[config.mk]
export PLATFORM = sky130hd
export DESIGN_NAME = mem_arbiter_flat
export DESIGN_NICKNAME = d
export VERILOG_FILES = /design/src/rtl/mem_arbiter_if.sv /design/src/rtl/mem_arbiter.sv /design/src/flat_wrapper.sv
export SDC_FILE = /design/constraint.sdc
export NUM_CORES = 1
export LEC_CHECK = 0
export CAP_MARGIN = 10
export CORE_MARGIN = 3
export CORE_UTILIZATION = 41
export DETAILED_ROUTE_END_ITERATION = 10
export PLACE_DENSITY = 0.84
export SLEW_MARGIN = 25
export SYNTH_ARGS = -nofsm -noshare
export SYNTH_HDL_FRONTEND = slang
export SYNTH_SLANG_ARGS = --single-unit
[constraint.sdc]
create_clock -name clk -period 2.35 [get_ports clk]
set_clock_uncertainty 0.15 [all_clocks]
set_input_delay 0.3525 -clock clk [delete_from_list [all_inputs] [get_ports clk]]
set_output_delay 0.3525 -clock clk [all_outputs]
set_load 0.005 [all_outputs]
[src/rtl/mem_arbiter_if.sv]
// Requester and physical-memory bus shared by mem_arbiter and its environment.
// The slave modport is the arbiter's view; the master modport is the environment's view.
interface mem_arbiter_if;
    logic        i_read;
    logic [15:0] i_addr;
    logic [15:0] i_rdata;
    logic        i_resp;
    logic        d_read;
    logic        d_write;
    logic [15:0] d_addr;
    logic [15:0] d_wdata;
    logic [15:0] d_rdata;
    logic        d_resp;
    logic        pmem_read;
    logic        pmem_write;
    logic [15:0] pmem_addr;
    logic [15:0] pmem_wdata;
    logic [15:0] pmem_rdata;
    logic        pmem_resp;
    logic        proto_err;

    modport slave (
        input  i_read, i_addr, d_read, d_write, d_addr, d_wdata, pmem_rdata, pmem_resp,
        output i_rdata, i_resp, d_rdata, d_resp, pmem_read, pmem_write, pmem_addr,
               pmem_wdata, proto_err
    );

    modport master (
        output i_read, i_addr, d_read, d_write, d_addr, d_wdata, pmem_rdata, pmem_resp,
        input  i_rdata, i_resp, d_rdata, d_resp, pmem_read, pmem_write, pmem_addr,
               pmem_wdata, proto_err
    );
endinterface

[src/rtl/mem_arbiter.sv]
// Two-port (instruction/data) arbiter onto a single physical memory port,
// with optional round-robin fairness and a sticky read+write protocol error flag.
module mem_arbiter #(
    parameter int RR_EN = 1
) (
    input  logic          clk,
    input  logic          rst_n,
    mem_arbiter_if.slave  bus
);
    typedef enum logic [1:0] {IDLE, BUSY_I, BUSY_D, DONE} state_t;

    state_t state;
    state_t state_nxt;
    logic   last_d;
    logic   cur_d;
    logic   grant_i;
    logic   grant_d;
    logic   d_req;
    logic   pick_d;

    assign d_req  = bus.d_read | bus.d_write;
    // Only consulted when both ports request at once.
    assign pick_d = (RR_EN == 0) ? 1'b1 : !last_d;

    always_ff @(posedge clk or negedge rst_n) begin
        if (!rst_n) state <= IDLE;
        else        state <= state_nxt;
    end

    always_comb begin
        state_nxt = state;
        grant_i   = 1'b0;
        grant_d   = 1'b0;
        case (state)
            IDLE: begin
                if (d_req && (!bus.i_read || pick_d)) begin
                    grant_d   = 1'b1;
                    state_nxt = BUSY_D;
                end else if (bus.i_read) begin
                    grant_i   = 1'b1;
                    state_nxt = BUSY_I;
                end
            end
            BUSY_I, BUSY_D: if (bus.pmem_resp) state_nxt = DONE;
            DONE:           state_nxt = IDLE;
            default:        state_nxt = IDLE;
        endcase
    end

    assign bus.i_resp = (state == DONE) && !cur_d;
    assign bus.d_resp = (state == DONE) &&  cur_d;

    always_ff @(posedge clk or negedge rst_n) begin
        if (!rst_n) begin
            bus.pmem_read  <= 1'b0;
            bus.pmem_write <= 1'b0;
            bus.pmem_addr  <= 16'h0000;
            bus.pmem_wdata <= 16'h0000;
            bus.i_rdata    <= 16'h0000;
            bus.d_rdata    <= 16'h0000;
            bus.proto_err  <= 1'b0;
            last_d         <= 1'b0;
            cur_d          <= 1'b0;
        end else begin
            case (state)
                IDLE: begin
                    if (grant_d) begin
                        bus.pmem_addr  <= bus.d_addr;
                        bus.pmem_wdata <= bus.d_wdata;
                        // A simultaneous read+write request is treated as a write.
                        bus.pmem_write <= bus.d_write;
                        bus.pmem_read  <= bus.d_read & ~bus.d_write;
                        if (bus.d_read && bus.d_write) bus.proto_err <= 1'b1;
                        cur_d  <= 1'b1;
                        last_d <= 1'b1;
                    end else if (grant_i) begin
                        bus.pmem_addr  <= bus.i_addr;
                        bus.pmem_read  <= 1'b1;
                        bus.pmem_write <= 1'b0;
                        cur_d  <= 1'b0;
                        last_d <= 1'b0;
                    end
                end
                BUSY_I: begin
                    if (bus.pmem_resp) begin
                        bus.i_rdata    <= bus.pmem_rdata;
                        bus.pmem_read  <= 1'b0;
                        bus.pmem_write <= 1'b0;
                    end
                end
                BUSY_D: begin
                    if (bus.pmem_resp) begin
                        if (!bus.pmem_write) bus.d_rdata <= bus.pmem_rdata;
                        bus.pmem_read  <= 1'b0;
                        bus.pmem_write <= 1'b0;
                    end
                end
                default: ;
            endcase
        end
    end
endmodule

[src/flat_wrapper.sv]
// flat-port wrapper written by rule: the top's interface ports become plain ports
module mem_arbiter_flat 
#(
    parameter int RR_EN = 1
)
  (clk, rst_n, bus_i_read, bus_i_addr, bus_d_read, bus_d_write, bus_d_addr, bus_d_wdata, bus_pmem_rdata, bus_pmem_resp, bus_i_rdata, bus_i_resp, bus_d_rdata, bus_d_resp, bus_pmem_read, bus_pmem_write, bus_pmem_addr, bus_pmem_wdata, bus_proto_err);
  mem_arbiter_if bus_i ();
  input  logic clk;
  input  logic rst_n;
  input wire logic [$bits(bus_i.i_read)-1:0] bus_i_read;
  input wire logic [$bits(bus_i.i_addr)-1:0] bus_i_addr;
  input wire logic [$bits(bus_i.d_read)-1:0] bus_d_read;
  input wire logic [$bits(bus_i.d_write)-1:0] bus_d_write;
  input wire logic [$bits(bus_i.d_addr)-1:0] bus_d_addr;
  input wire logic [$bits(bus_i.d_wdata)-1:0] bus_d_wdata;
  input wire logic [$bits(bus_i.pmem_rdata)-1:0] bus_pmem_rdata;
  input wire logic [$bits(bus_i.pmem_resp)-1:0] bus_pmem_resp;
  output wire logic [$bits(bus_i.i_rdata)-1:0] bus_i_rdata;
  output wire logic [$bits(bus_i.i_resp)-1:0] bus_i_resp;
  output wire logic [$bits(bus_i.d_rdata)-1:0] bus_d_rdata;
  output wire logic [$bits(bus_i.d_resp)-1:0] bus_d_resp;
  output wire logic [$bits(bus_i.pmem_read)-1:0] bus_pmem_read;
  output wire logic [$bits(bus_i.pmem_write)-1:0] bus_pmem_write;
  output wire logic [$bits(bus_i.pmem_addr)-1:0] bus_pmem_addr;
  output wire logic [$bits(bus_i.pmem_wdata)-1:0] bus_pmem_wdata;
  output wire logic [$bits(bus_i.proto_err)-1:0] bus_proto_err;
  assign bus_i.i_read = bus_i_read;
  assign bus_i.i_addr = bus_i_addr;
  assign bus_i.d_read = bus_d_read;
  assign bus_i.d_write = bus_d_write;
  assign bus_i.d_addr = bus_d_addr;
  assign bus_i.d_wdata = bus_d_wdata;
  assign bus_i.pmem_rdata = bus_pmem_rdata;
  assign bus_i.pmem_resp = bus_pmem_resp;
  assign bus_i_rdata = bus_i.i_rdata;
  assign bus_i_resp = bus_i.i_resp;
  assign bus_d_rdata = bus_i.d_rdata;
  assign bus_d_resp = bus_i.d_resp;
  assign bus_pmem_read = bus_i.pmem_read;
  assign bus_pmem_write = bus_i.pmem_write;
  assign bus_pmem_addr = bus_i.pmem_addr;
  assign bus_pmem_wdata = bus_i.pmem_wdata;
  assign bus_proto_err = bus_i.proto_err;
  mem_arbiter #(.RR_EN(RR_EN)) u_core (.clk(clk), .rst_n(rst_n), .bus(bus_i));
endmodule
==> Word-level counts from Yosys, hierarchy flattened <==
Cells that the tools add are included.
{ "op_classes": {"n_eq_ne": 6, "mux": 19, "n_bitwise": 4, "reduce_logical": 18} }
{ "op_table": {"columns": ["operator", "n"], "rows": [
  ["two-way mux 16 bit", 2],
  ["two-way mux 1 bit", 11],
  ["AND reduction 3 bit", 3],
  ["AND reduction 2 bit", 4],
  ["two-way mux 2 bit", 3],
  ["one-hot mux 2 bit (3 select lines)", 1],
  ["== test 2 bit, second input constant", 2],
  ["logical AND 1 bit", 4],
  ["one-hot mux 1 bit (2 select lines)", 2],
  ["nonzero test 2 bit", 2],
  ["!= test 3 x 1 -> 1 bit, second input constant", 1],
  ["!= test 3 x 2 -> 1 bit, second input constant", 1],
  ["== test 2 x 1 -> 1 bit, second input constant", 1],
  ["logical NOT 1 bit", 2],
  ["logical NOT 2 bit", 1],
  ["!= test 2 x 1 -> 1 bit, second input constant", 1],
  ["NOT 1 bit", 2],
  ["OR reduction 2 bit", 1],
  ["AND 1 bit", 1],
  ["logical OR 1 bit", 1],
  ["bitwise OR 1 bit", 1]
]} }
{ "word_totals": {"reg_bits": 70, "input_bits": 70, "output_inout_bits": 69} }

==> Depth between registers and ports, before layout <==
Gate-level depths: netlist (run 1).
{ "logic_depth": {"word_depth": 8, "ltp_mapped": 7} }

==> Worst setup path after synthesis (run 1) <==
OpenSTA, ideal clock, no wires.
{ "synth_path": {"kind": "reg-to-reg", "start": "reg u_core.state[0]", "end": "reg u_core.bus.pmem_read", "setup_time_ns": 0.125, "arrival_ns": 1.547, "required_ns": 2.075, "setup_slack_ns": 0.528, "stages_incl_launch_ff": 7, "path_buffers": 1, "cell_sequence": "dfrtp_1 > inv_1 > ha_1 > buf_2 > nor4b_1 > a211oi_1 > mux2_2"} }
{ "synth_between": {"elab_chain_len": 4} }
{ "synth_lines": {"columns": ["element", "line_no", "text"], "rows": [
  ["start, declared", "mem_arbiter.sv:12", "state_t state;"],
  ["start signal, assigned", "mem_arbiter.sv:27", "else state <= state_nxt;"],
  ["== test 2 x 1 -> 1 bit (tied with other cells)", "mem_arbiter.sv:65", "case (state)"],
  ["OR reduction 2 bit (no line) or two-way mux 1 bit (tied branches)", null, null],
  ["!= test 2 x 1 -> 1 bit (no line) (tied with other cells)", null, null],
  ["AND reduction 3 bit (no line) or one-hot mux 1 bit (2 select lines) (tied branches)", null, null],
  ["end signal, assigned", "mem_arbiter.sv:72", "bus.pmem_read <= bus.d_read & ~bus.d_write;"],
  ["end, declared", "mem_arbiter_if.sv:24", "output i_rdata, i_resp, d_rdata, d_resp, pmem_read, pmem_write, pmem_addr,"]
]} }
Several ways; a longest one is shown, not always the timed one.
A chain may end at the register's enable or synchronous reset.

==> Final worst setup path (run 1) <==
{ "layout_path": {"start": "reg u_core.state[0]", "end": "out bus_i_resp"} }
{ "layout_between": {"elab_chain_len": 2} }
{ "layout_lines": {"columns": ["element", "line_no", "text"], "rows": [
  ["== test 2 bit", "mem_arbiter.sv:50", "assign bus.i_resp = (state == DONE) && !cur_d;"],
  ["logical AND 1 bit", "mem_arbiter.sv:50", null],
  ["end, declared", "flat_wrapper.sv:19", "output wire logic [$bits(bus_i.i_resp)-1:0] bus_i_resp;"]
]} }
Every way passes these cells.

==> flow_summary.ini, run 1 <==
[drt]
met2_length_um = 3475
num_vias = 2276
top_layer_used = met4
route.detailed.drc = 0
dr.pass1.iters = 4
wl_met1_um = 3166
dr_wl_met3_um = 522
dr.first_iter.drc_count = 58
drt-total-wl_um = 7308
drt-vias-per-instance = 4.822
postRouteAntennaNets = 0
routedWlPerCell_um = 15.48

[place]
dpl.hpwl_um = 5369
pre_cts_ws_ns = 0.1628
routabilityCongestion = 0.7448
portBuffers = 138
placed_area_um2 = 4473

[cells_and_area]
fin_util_pct = 68.85
fin_area_um2 = 4730
layout.nets = 446
area_delta_synth_final_pct = 60.24
antenna_cells = 0
drive_above_1_share_pct = 18.35

[yosys]
synth_edf_count = 0
ys_warn_count = 0
synth_nets = 301
yosysMostFrequentCell = dfrtp_1
synth_top_area_cell = dfrtp_1
synth_seq_cells = 70
synthFlopType = dfrtp_1
ys_top_cells_by_area = dfrtp_1, mux2_2, o31ai_1
synth_cells = 226
synthTopCellsByCount = dfrtp_1, mux2_2, nand2_1, a21oi_1, nor2_1
synth.avg_cell_area_um2 = 13.06
yosys.cell_types.count = 26
netlist.area_leader.share_pct = 59.35
synth-async-reset-ratio_pct = 100.0
synth_area_um2 = 2952
seq_area_frac_synth_pct = 59.35

[die]
core-area_um2 = 6869
die_h_um = 90.85
io_pins = 139
die_w_um = 90.85
die-area_um2 = 8253
rows = 30
initial_core_util_pct = 42.97

[clocking]
h-tree-depth = 3
cts_tree = built
cts_made_buffers = 9
clock_path_buffers = 2
cts_resized = 0
cts.sinks = 70
clk_pin_slew_ns = 0.07
root_buffer = clkbuf_8
clock_latency_ns = 0.33

[critical_path]
ff2ff_path_depth = 4
r2r_end = u_core.bus.pmem_write$_DFFE_PN0P_
crit_fanout = 5
critPathKind = reg2out
startpoint_type = register
worstPathArrival_ns = 1.59
ff2ff_setup_slack_ns = 0.46
cp.required_ns = 1.85
cp-startpoint = u_core.state[0]$_DFFE_PN0P_
crit_path_end_kind = output port
endpoint = bus_i_resp
r2r-start = u_core.state[0]$_DFFE_PN0P_

[worst_hold_path]
min_path_type = reg2reg

[global_routing]
grt_usage_pct = 18.52
antenna_found_initial = 0
grt_pass1_vias = 2367
grt_max_degree = 47
grt_pass1_wl_um = 12210
grt.overflow.total = 0

[run_status]
status = finished clean

[sta]
rsz0062_at_grt = no
hold_slack_ns = 0.3176
final.setup.worst_slack_ns = 0.2584
min_period_ns = 2.092
finalSetupViolCount = 0
worst_pin_slew_ns = 0.5907
finalCritPeriodShare_pct = 89.01
worst_slew_margin_rel_pct = 60.62
hold_viol = 0
final_max_slew_viol_count = 0
fmax_mhz = 478.1
setup_tns_ns = 0

[power]
power_density_nw_per_um2 = 1284
leakage_nw = 2.003
vdd_ir_drop_max_mv = 0.5103

[flow_run]
drv_cap = 0
==> layout by cell type (no fill, tap or decap), drive strengths merged <==
| cell | n |
|---|---|
| clkinv | 2 |
| clkdlybuf4s50 | 137 |
| dfrtp | 70 |
| nor2b | 1 |
| o31ai | 17 |
| and4b | 1 |
| nor2 | 17 |
| clkinvlp | 2 |
| mux2 | 51 |
| a21oi | 18 |
| dlygate4sd3 | 1 |
| bufinv | 3 |
| inv | 3 |
| nand3b | 1 |
| nor4b | 1 |
| ha | 5 |
| buf | 8 |
| and2 | 1 |
| clkbuf | 9 |
| a31oi | 1 |
| o2bb2ai | 1 |
| mux2i | 2 |
| a211oi | 1 |
| nand2 | 21 |
| a2bb2oi | 1 |
| a41o | 1 |
==> timing repair <==
item,in CTS,in global routing
hold endpoints to repair,24,0
setup buffers,0,0
hold buffers,1,0
==> area by class of cell <==
type / instances / area (um^2)
clock buffers: 9 / 123.9
clock inverters: 7 / 122.6
fillers: 510 / 2140
inverters: 3 / 11.26
multi-input cells: 141 / 1136
flip-flops and latches: 70 / 1752
well taps: 96 / 120.1
repair buffers: 146 / 1464
==> critical path: stages (launching register included) <==
cell and delay (ns):
dfrtp_1 0.43, ha_1 0.18, nor2b_1 0.13, clkdlybuf4s50_1 0.52
==> power breakdown <==
part | internal (mW) | total (mW) | switching, mW
clock network | 0.708 | 1.18 | 0.471
logic | 1.77 | 2.76 | 0.988
registers | 1.81 | 2.13 | 0.327
==> through the flow <==
step	total power, mW	std cells
2_1_floorplan	3.316	226
3_3_place_gp	4.841	455
3_5_place_dp	4.949	455
4_1_cts	6.147	472
5_1_grt	6.468	472
6_report	6.071	472
==> layer usage <==
layer / vias up / track usage (%)
met5: - / 0
met4: 0 / 6.910
met3: 11 / 5.750
met2: 97 / 29.71
met1: 1079 / 23.58
li1: 1089 / -
==> worst min-delay path by stage <==
stage | from | endpoint | slack, ns | depth (start not counted)
floorplan | rst_n | u_core.bus.d_rdata[0]$_DFFE_PN0P_ | -0.09 | 0
finish | u_core.bus.proto_err$_DFFE_PN0P_ | u_core.bus.proto_err$_DFFE_PN0P_ | 0.32 | 1
CTS | u_core.bus.proto_err$_DFFE_PN0P_ | u_core.bus.proto_err$_DFFE_PN0P_ | 0.33 | 1
global route | u_core.bus.pmem_addr[0]$_DFFE_PN0P_ | u_core.bus.pmem_addr[0]$_DFFE_PN0P_ | 0.35 | 2
global placement | rst_n | u_core.bus.d_rdata[14]$_DFFE_PN0P_ | 0.22 | 1
detailed placement | rst_n | u_core.bus.d_rdata[10]$_DFFE_PN0P_ | 0.24 | 1
==> cells by family after synthesis <==
family | after synthesis | share of synthesized area (%)
DFF | 70 | 59.35
and+or+nand+nor | 43 | 6.401
muxes | 53 | 20.14
AOI/OAI and AO/OA | 40 | 9.539
adders and majority gates | 5 | 2.120
buffers and inverters | 15 | 2.458
==> flip-flops by register name, summed over array words and instances, names as in the netlist <==
signal,flops
u_core.bus.pmem_write,1
u_core.bus.i_rdata,16
u_core.last_d,1
u_core.state,2
u_core.bus.proto_err,1
u_core.bus.d_rdata,16
u_core.bus.pmem_read,1
u_core.bus.pmem_addr,16
u_core.bus.pmem_wdata,16
Note: power is estimated with default switching activity, not from simulation.
==> inputs of run 2 (changes only) <==
--- a/config.mk
+++ b/config.mk
@@ -9,7 +9,9 @@
 export CORE_MARGIN = 3
 export CORE_UTILIZATION = 41
 export DETAILED_ROUTE_END_ITERATION = 10
-export PLACE_DENSITY = 0.84
+export GPL_ROUTABILITY_DRIVEN = 0
+export HOLD_SLACK_MARGIN = 0.06
+export PLACE_DENSITY = 0.8
 export SLEW_MARGIN = 25
 export SYNTH_ARGS = -nofsm -noshare
 export SYNTH_HDL_FRONTEND = slang
==> run 2 against run 1 <==
- power down 3.3%
- register-to-register slack about the same
- cell area shrank 0.77%
- critical path type unchanged
- combinational power down 1%
- largest power group unchanged
- largest cell class unchanged
==> flow_summary.ini, run 2 (same netlist as run 1, synthesis figures left out) <==
[sta]
setup_tns_ns = 0
rsz0062_at_grt = no
finalSetupViolCount = 0
min_period_ns = 2.066
worst_slew_margin_rel_pct = 64.62
fmax_mhz = 483.9
hold_viol = 0
final_max_slew_viol_count = 0
hold_slack_ns = 0.2331
worst_pin_slew_ns = 0.5307
final.setup.worst_slack_ns = 0.2837
finalCritPeriodShare_pct = 87.93

[global_routing]
antenna_found_initial = 0
grt_pass1_wl_um = 11660
grt_pass1_vias = 2395
grt.overflow.total = 0
grt_max_degree = 43
grt_usage_pct = 17.60

[die]
core-area_um2 = 6869
io_pins = 139
die_h_um = 90.85
initial_core_util_pct = 42.97
die-area_um2 = 8253
die_w_um = 90.85
rows = 30

[cells_and_area]
finalNonFillerCells = 474
area_delta_synth_final_pct = 59.01
layout.nets = 448
final_common_cell = clkdlybuf4s50_1
antenna_cells = 0
drive_above_1_share_pct = 18.52
final_cell_mix = clkdlybuf4s50_1, dfrtp_1, mux2_2, nand2_1, a21oi_1
n_fill_cell = 516

[worst_hold_path]
min_path_type = in2async

[clocking]
clk_pin_slew_ns = 0.07
postCtsSetupRepairBufs = 0
ctsHoldBuffers = 1
cts_resized = 0
cts_tree = built
cts_made_buffers = 9
h-tree-depth = 3
clock_latency_ns = 0.32
root_buffer = clkbuf_8
cts.sinks = 70
clock_path_buffers = 2

[power]
power_density_nw_per_um2 = 1251
vdd_ir_drop_max_mv = 0.5107
pwr-share-comb_pct = 46.3
p_int_mw = 4.170
switching_share_pct = 29.00
leakage_nw = 1.996
seq_power_share_pct = 36.3
switchingPower_mw = 1.703
power_frac_clock_pct = 17.3

[drt]
drt-total-wl_um = 6890
routedWlPerCell_um = 14.54
dr.pass1.iters = 4
dr.first_iter.drc_count = 43
postRouteAntennaNets = 0
num_vias = 2275
route.detailed.drc = 0
drt-vias-per-instance = 4.800

[critical_path]
critPathKind = reg2out
startpoint_type = register
worstPathArrival_ns = 1.56
crit_path_end_kind = output port
cp.required_ns = 1.85
crit_fanout = 5

[place]
dpl.hpwl_um = 5187
pre_cts_ws_ns = 0.2450
placed_cells = 457
portBuffers = 138

[run_status]
status = finished clean

[flow_run]
drv_cap = 0
==> run 2: cell types whose count changed in the layout (fill, tap and decap cells not counted), sizes merged <==
cell	delta
clkbuf	+5
clkinv	-2
buf	+2
clkinvlp	-1
bufinv	-2
==> run 2: critical path, stage by stage (launching register included) <==
cell and delay [ns]:
dfrtp_1 0.42, ha_1 0.18, nor2b_1 0.12, clkdlybuf4s50_1 0.53
==> run 2: final timing paths <==
path	cells after the start	start	slack, ns	end
setup reg to reg	6	u_core.state[1]$_DFFE_PN0P_	0.47	u_core.bus.pmem_addr[6]$_DFFE_PN0P_
min in group clk	1	u_core.bus.proto_err$_DFFE_PN0P_	0.32	u_core.bus.proto_err$_DFFE_PN0P_
setup / recovery	3	u_core.state[0]$_DFFE_PN0P_	0.28	bus_i_resp
max in group asynchronous	3	rst_n	1.08	u_core.bus.proto_err$_DFFE_PN0P_
hold / removal	2	rst_n	0.23	u_core.bus.i_rdata[2]$_DFFE_PN0P_
hold reg to reg	1	u_core.bus.proto_err$_DFFE_PN0P_	0.32	u_core.bus.proto_err$_DFFE_PN0P_
==> run 2: metrics by stage <==
stage,instance area (um^2),utilization [%],power (mW)
floorplan,2952,-,3.316
global placement,4463,64.97,4.831
detailed placement,4463,64.97,4.918
CTS,4693,68.32,5.959
global route,4693,68.32,6.277
finish,4693,68.32,5.873
==> run 2: power groups by stage <==
stage | Sequential, mW | Combinational, mW | Clock (mW)
after floorplan | 2.17 | 1.15 | 0
after global placement | 2.13 | 2.70 | 0
after detailed placement | 2.16 | 2.76 | 0
after CTS | 2.14 | 2.77 | 1.05
after global routing | 2.22 | 2.96 | 1.10
final | 2.13 | 2.72 | 1.02
==> run 2: metal layers <==
metal	wire, um	global-route usage [%]	share of wire, %	vias up
met4	93	5.276	1.3	0
met5	0	0	0	-
met1	2983	22.36	43	1082
met3	530	6.083	7.7	9
met2	3283	28.47	48	94
li1	-	-	-	1090
==> run 2: final cells by class <==
type                       instances  area, um^2  share of cell area (%)
multi-input combinational        141        1136                   24.21
timing repair buffer             148        1454                   30.98
inverter                           3       11.26                  0.2399
clock inverter                     2       37.54                  0.7998
tap                               96       120.1                   2.559
clock buffer                      14       182.7                   3.892
sequential                        70        1752                   37.32
==> inputs of run 3 (changes only) <==
--- a/config.mk
+++ b/config.mk
@@ -5,12 +5,12 @@
 export SDC_FILE = /design/constraint.sdc
 export NUM_CORES = 1
 export LEC_CHECK = 0
+export ABC_CLOCK_PERIOD_IN_PS = 2350
 export CAP_MARGIN = 10
 export CORE_MARGIN = 3
 export CORE_UTILIZATION = 41
 export DETAILED_ROUTE_END_ITERATION = 10
 export GPL_ROUTABILITY_DRIVEN = 0
-export HOLD_SLACK_MARGIN = 0.06
 export PLACE_DENSITY = 0.8
 export SLEW_MARGIN = 25
 export SYNTH_ARGS = -nofsm -noshare
==> results of run 3 <==
No change in the layout: final DEF, timing and power equal those of run 2.
